===== src/rtl/mips_alu_pkg.sv =====
// Shared ALU control codes and multiply-sequencer state encodings for the EX stage.
package mips_alu_pkg;

  localparam logic [2:0] ALU_ADD = 3'b000;
  localparam logic [2:0] ALU_SUB = 3'b001;
  localparam logic [2:0] ALU_SLT = 3'b010;
  localparam logic [2:0] ALU_MUL = 3'b011;
  localparam logic [2:0] ALU_SLL = 3'b100;

  typedef enum logic [1:0] {
    S_IDLE = 2'b00,
    S_RUN  = 2'b01,
    S_DONE = 2'b10
  } mul_state_e;

endpackage


===== src/rtl/mul_seq_datapath.sv =====
// Radix-2 shift-add datapath: multiplicand/multiplier/accumulator registers and result capture.
module mul_seq_datapath #(
  parameter int WIDTH = 32
) (
  input  logic             clk,
  input  logic             rst,
  input  logic             load,
  input  logic             step,
  input  logic             capture,
  input  logic [WIDTH-1:0] op_a,
  input  logic [WIDTH-1:0] op_b,
  output logic [WIDTH-1:0] result
);

  logic [WIDTH-1:0] mcand_q, mcand_d;
  logic [WIDTH-1:0] mplier_q, mplier_d;
  logic [WIDTH-1:0] acc_q, acc_d;
  logic [WIDTH-1:0] result_q, result_d;
  logic [WIDTH-1:0] acc_sum;

  // Sum includes the current cycle's partial product so the final capture needs no extra cycle.
  assign acc_sum = mplier_q[0] ? acc_q + mcand_q : acc_q;

  always_comb begin
    mcand_d  = mcand_q;
    mplier_d = mplier_q;
    acc_d    = acc_q;
    result_d = result_q;
    if (load) begin
      mcand_d  = op_a;
      mplier_d = op_b;
      acc_d    = '0;
    end else if (step) begin
      mcand_d  = mcand_q << 1;
      mplier_d = mplier_q >> 1;
      acc_d    = acc_sum;
    end
    if (capture) begin
      result_d = acc_sum;
    end
  end

  always_ff @(posedge clk) begin
    if (rst) begin
      mcand_q  <= '0;
      mplier_q <= '0;
      acc_q    <= '0;
      result_q <= '0;
    end else begin
      mcand_q  <= mcand_d;
      mplier_q <= mplier_d;
      acc_q    <= acc_d;
      result_q <= result_d;
    end
  end

  assign result = result_q;

endmodule


===== src/rtl/mul_sequencer.sv =====
// EX-stage multi-cycle mul controller: FSM, iteration counter and pipeline stall generation.
//   state  | meaning
//   S_IDLE | waiting for a mul; Start loads operands
//   S_RUN  | one shift-add step per cycle, WIDTH steps
//   S_DONE | Result valid for one cycle, pipeline advances
module mul_sequencer
  import mips_alu_pkg::*;
#(
  parameter int WIDTH = 32,
  parameter int CNT_W = 6
) (
  input  logic             Clk,
  input  logic             Rst,
  input  logic             Valid,
  input  logic [2:0]       ALUCtrl,
  input  logic             Flush,
  input  logic [WIDTH-1:0] OperandA,
  input  logic [WIDTH-1:0] OperandB,
  output logic             Stall,
  output logic             Done,
  output logic             Busy,
  output logic [WIDTH-1:0] Result
);

  localparam logic [CNT_W-1:0] LAST_CNT = CNT_W'(WIDTH - 1);

  mul_state_e       state_q, state_d;
  logic [CNT_W-1:0] cnt_q, cnt_d;
  logic             start;
  logic             load, step, capture;

  assign start = Valid & (ALUCtrl == ALU_MUL) & ~Flush;

  always_comb begin
    state_d = state_q;
    cnt_d   = cnt_q;
    load    = 1'b0;
    step    = 1'b0;
    capture = 1'b0;
    case (state_q)
      S_IDLE: begin
        if (start) begin
          state_d = S_RUN;
          cnt_d   = '0;
          load    = 1'b1;
        end
      end
      S_RUN: begin
        if (Flush) begin
          state_d = S_IDLE;
        end else begin
          step  = 1'b1;
          cnt_d = cnt_q + 1'b1;
          if (cnt_q == LAST_CNT) begin
            state_d = S_DONE;
            capture = 1'b1;
          end
        end
      end
      S_DONE:  state_d = S_IDLE;
      default: state_d = S_IDLE;
    endcase
  end

  always_ff @(posedge Clk) begin
    if (Rst) begin
      state_q <= S_IDLE;
      cnt_q   <= '0;
    end else begin
      state_q <= state_d;
      cnt_q   <= cnt_d;
    end
  end

  mul_seq_datapath #(.WIDTH(WIDTH)) u_datapath (
    .clk     (Clk),
    .rst     (Rst),
    .load    (load),
    .step    (step),
    .capture (capture),
    .op_a    (OperandA),
    .op_b    (OperandB),
    .result  (Result)
  );

  assign Stall = ~Flush & (((state_q == S_IDLE) & start) | (state_q == S_RUN));
  assign Done  = (state_q == S_DONE);
  assign Busy  = (state_q == S_RUN);

endmodule

===== config.mk =====
export PLATFORM = sky130hd
export DESIGN_NAME = mul_sequencer
export DESIGN_NICKNAME = d
export VERILOG_FILES = /design/src/rtl/mips_alu_pkg.sv /design/src/rtl/mul_seq_datapath.sv /design/src/rtl/mul_sequencer.sv
export SDC_FILE = /design/constraint.sdc
export NUM_CORES = 1
export LEC_CHECK = 0
export ABC_AREA = 1
export CAP_MARGIN = 20
export CORE_MARGIN = 4
export CORE_UTILIZATION = 42
export DETAILED_ROUTE_END_ITERATION = 10
export DONT_BUFFER_PORTS = 1
export PLACE_DENSITY = 0.65
export SETUP_SLACK_MARGIN = 0.15
export SYNTH_ARGS = -nofsm -noshare
export SYNTH_HDL_FRONTEND = slang
export SYNTH_SLANG_ARGS = --single-unit

===== constraint.sdc =====
create_clock -name Clk -period 3.4 [get_ports Clk]
set_clock_uncertainty 0.1 [all_clocks]
set_input_delay 0.34 -clock Clk [delete_from_list [all_inputs] [get_ports Clk]]
set_output_delay 0.34 -clock Clk [all_outputs]
set_load 0.02 [all_outputs]

==> impl_metrics.csv <==
group,metric,value,unit
run_status,outcome,"finished clean",
synth,ys.flop_type,"dfxtp_1",
min_path,holdPathStages,2,
worst_setup_path,crit_path_cell_trace,"nor2_1 > nand3_2 > inv_2 > buf_4 > nand2_1 > a31oi_1 > dlygate4sd3_1",
drt,wl_per_cell,13.8,um
synth,yosysTopAreaCellShare,33.4,%
finish,fin_util,50.4,%
synth,yosys-top-cells-count,"nand2_1 (487), inv_1 (185), dfxtp_1 (136), nor2_1 (100), nand3_1 (86)",
drt,routed_via_density,4.93,
synth,yosysSeqAreaShare,33.4,%
drt,final_antenna_net_count,0,
flow_run,drv_cap,0,
synth,synth_area_per_cell,6.28,um2
finish,drive_gt1_share,5.11,%
synth,netlist_area,8160,um2
synth,synth_warnings,0,
worst_setup_path,ff2ff_path_depth,7,
floorplanning,core-area,18900,um2
synth,postSynthCellCount,1300,
timing,fin_crit_sh,74.7,%
floorplanning,die-area,21700,um2
timing,min_period,2540,ps
min_path,whs_endpoint,"u_datapath.mcand_q[5]",
finish,seq_area,2720,um2
clock_network,cts_tree,"built",
floorplanning,pin_count,106,
worst_setup_path,crit_slowest_cell,"inv_2",
clock_network,cts_setup_buffers,0,
clock_network,clkTransAtPathRegs,60,ps
min_path,min_path_type,"input pin to register",
timing,slew_violations,0,
floorplanning,rows,50,
global_routing,met2_usage,34.0,%
placement,portBuffers,0,
drt,wirelength,22.3,mm
global_routing,use_met3,5.18,%
timing,setup_viol,0,
drt,drt_iter0_markers,425,
synth,yosys.cell_count.top_type,"nand2_1",
timing,tightest_slew,836,ps
global_routing,gr-max-usage-layer,"met2",
power,intPower,2760,uW
power,p_clk_share,50.0,%
drt,drt_pass1_iterations,5,
worst_setup_path,r2r_start,"state_q[1]",
timing,relSlewSlack,44.2,%
clock_network,cts_inserted_buffers,17,
synth,async_reset_ff_share,0,%
timing,max_freq,394,MHz
timing,hold_viol_final,0,
worst_setup_path,critPathKind,"register to register",
drt,remaining_drc_errors,0,
finish,multi_input_area,4470,um2
synth,synth-edff-count,0,
clock_network,clock_path_buffers,2,
placement,gp_congestion,0.933,
power,p_leak,0.00451,uW
power,ir_drop,0.312,mV
floorplanning,die_y,147,um
finish,final_cell_count_no_fill,1609,
finish,antenna_cells,0,
global_routing,grt_max_degree,113,
finish,fin_nets,1442,
power,p_sw_share,22.8,%
placement,dp.cells,1515,
clock_network,insertion_delay,430,ps
global_routing,grt_pass1_wl,37.3,mm
worst_setup_path,crit_required,3670,ps
power,power.density,375,nW/um2
power,p_switching,816,uW
worst_setup_path,crit_path_end_kind,"register",
worst_setup_path,crit_fanout,36,
synth,synth_top_area_cell,"dfxtp_1",
global_routing,gr-total-overflow,0,
synth,syn_nets,1404,
synth,synth.distinct_cells,38,
drt,vias,7940,
worst_setup_path,cp-start-kind,"register",
clock_network,htreeDepth,4,
worst_setup_path,critPathMaxStageDelay,560,ps
power,power_frac_seq,45.3,%
worst_setup_path,rrSetupSlack,860,ps
floorplanning,start_util,43.2,%
finish,fillCellCount,1954,
power,comb_power_share,4.7,%
global_routing,antenna_found_initial,0,
timing,fin_tns_setup,0,ps
min_path,hold_start,"OperandA[5]",
synth,synth.area.top_cells,"dfxtp_1 (33%), nand2_1 (22%), inv_1 (8.5%)",
global_routing,grt_pass1_vias,7474,
synth,ys_ff_latch,136,
placement,hpwl,15.4,mm
global_routing,grt.total_usage,20.9,%
worst_setup_path,crit_arrival,2810,ps
global_routing,grt_util_met1,28.2,%
clock_network,root_buffer,"clkbuf_16",
finish,syn_to_final_growth,16.8,%
clock_network,clock_sinks,136,
worst_setup_path,r2r_end,"u_datapath.mplier_q[24]",
floorplanning,fp.dieW,147,um
timing,grt_setup_unrepaired,"no",
stage by stage:
step	total power [uW]	cell area [um2]	hold WS, ps	worst slack [ps]
after detailed placement	1740	8290	320	1090
after CTS	3610	9500	4.90	836
after floorplan	1740	8160	339	1350
after global placement	1740	8290	319	1120
after global routing	3700	9530	26.4	637
final	3570	9530	34.1	861
cells in the final DEF (no fill, tap or decap), types with 7 or more instances in the layout:
master	Yosys	routed
dfxtp_1	136	136
o21a_1	20	20
xor2_1	7	7
o21bai_1	7	7
clkbuf_16	0	17
a31oi_1	62	62
ha_1	32	32
a21oi_1	37	37
nand3_1	86	86
nand3_2	9	9
dlygate4sd3_1	0	62
nand2_2	11	11
o21ai_0	20	20
nor2_1	100	100
inv_1	185	185
nand2_1	487	487
cell type report:
| cell class | count | area share [%] |
|---|---|---|
| Clock buffer | 18 | 4.50 |
| Clock inverter | 12 | 1.37 |
| Inverter | 189 | 7.47 |
| Multi-Input combinational cell | 923 | 46.9 |
| Sequential cell | 136 | 28.6 |
| Tap cell | 260 | 3.41 |
| Timing Repair Buffer | 71 | 7.77 |
state kept, by name, summed over array words and instances (netlist names):
| signal | cells |
|---|---|
| u_datapath.mcand_q | 32 |
| cnt_q | 6 |
| u_datapath.result | 32 |
| u_datapath.acc_q | 32 |
| u_datapath.mplier_q | 32 |
| state_q | 2 |
critical path, delay by kind of cell, from the launching register on:
kind	cells	cell delay (ps)
flip-flops	1	310
AND/OR/NAND/NOR	3	370
AO/OA/AOI/OAI	1	170
buffers and inverters	3	1520
repair_timing:
action,4_1_cts,5_1_grt
hold buffers,63,0
hold endpoints to repair,96,0
gates resized for setup,0,0
layer usage:
metal  share of wire, %  up-vias
met5                  0        -
met4               0.88        0
met3                5.5       16
met2                 45      165
met1                 48     3594
li1                   -     4165
worst max-delay path by stage:
stage,startpoint,to,slack [ps],depth (start not counted)
6_report,state_q[1],u_datapath.mplier_q[24],860,7
5_1_grt,state_q[0],u_datapath.mplier_q[24],640,7
4_1_cts,state_q[1],u_datapath.mplier_q[24],840,7
3_5_place_dp,u_datapath.acc_q[0],u_datapath.acc_q[28],1090,12
3_3_place_gp,u_datapath.acc_q[0],u_datapath.acc_q[28],1120,12
2_1_floorplan,u_datapath.acc_q[0],u_datapath.acc_q[16],1350,13
power by group through the flow:
stage,sequential [uW],combinational (uW),clock (uW)
2_1_floorplan,1650,86.0,0
3_3_place_gp,1650,86.8,0
3_5_place_dp,1650,88.0,0
4_1_cts,1620,168,1820
5_1_grt,1620,186,1890
6_report,1620,169,1790
cells by family (layout without fill, tap and decap cells):
kind of cell               Yosys count  count (layout)  share of synthesized area (%)
xor gates and xnor gates            12              12                           1.29
buffers and inverters              241             290                           11.9
DFF                                136             136                           33.4
AOI/OAI and AO/OA                  162             162                           12.1
muxes                                2               2                          0.245
and+or+nand+nor                    714             714                           36.0
adders and majority gates           33              33                           5.15
Note: power is estimated with default switching activity, not from simulation.
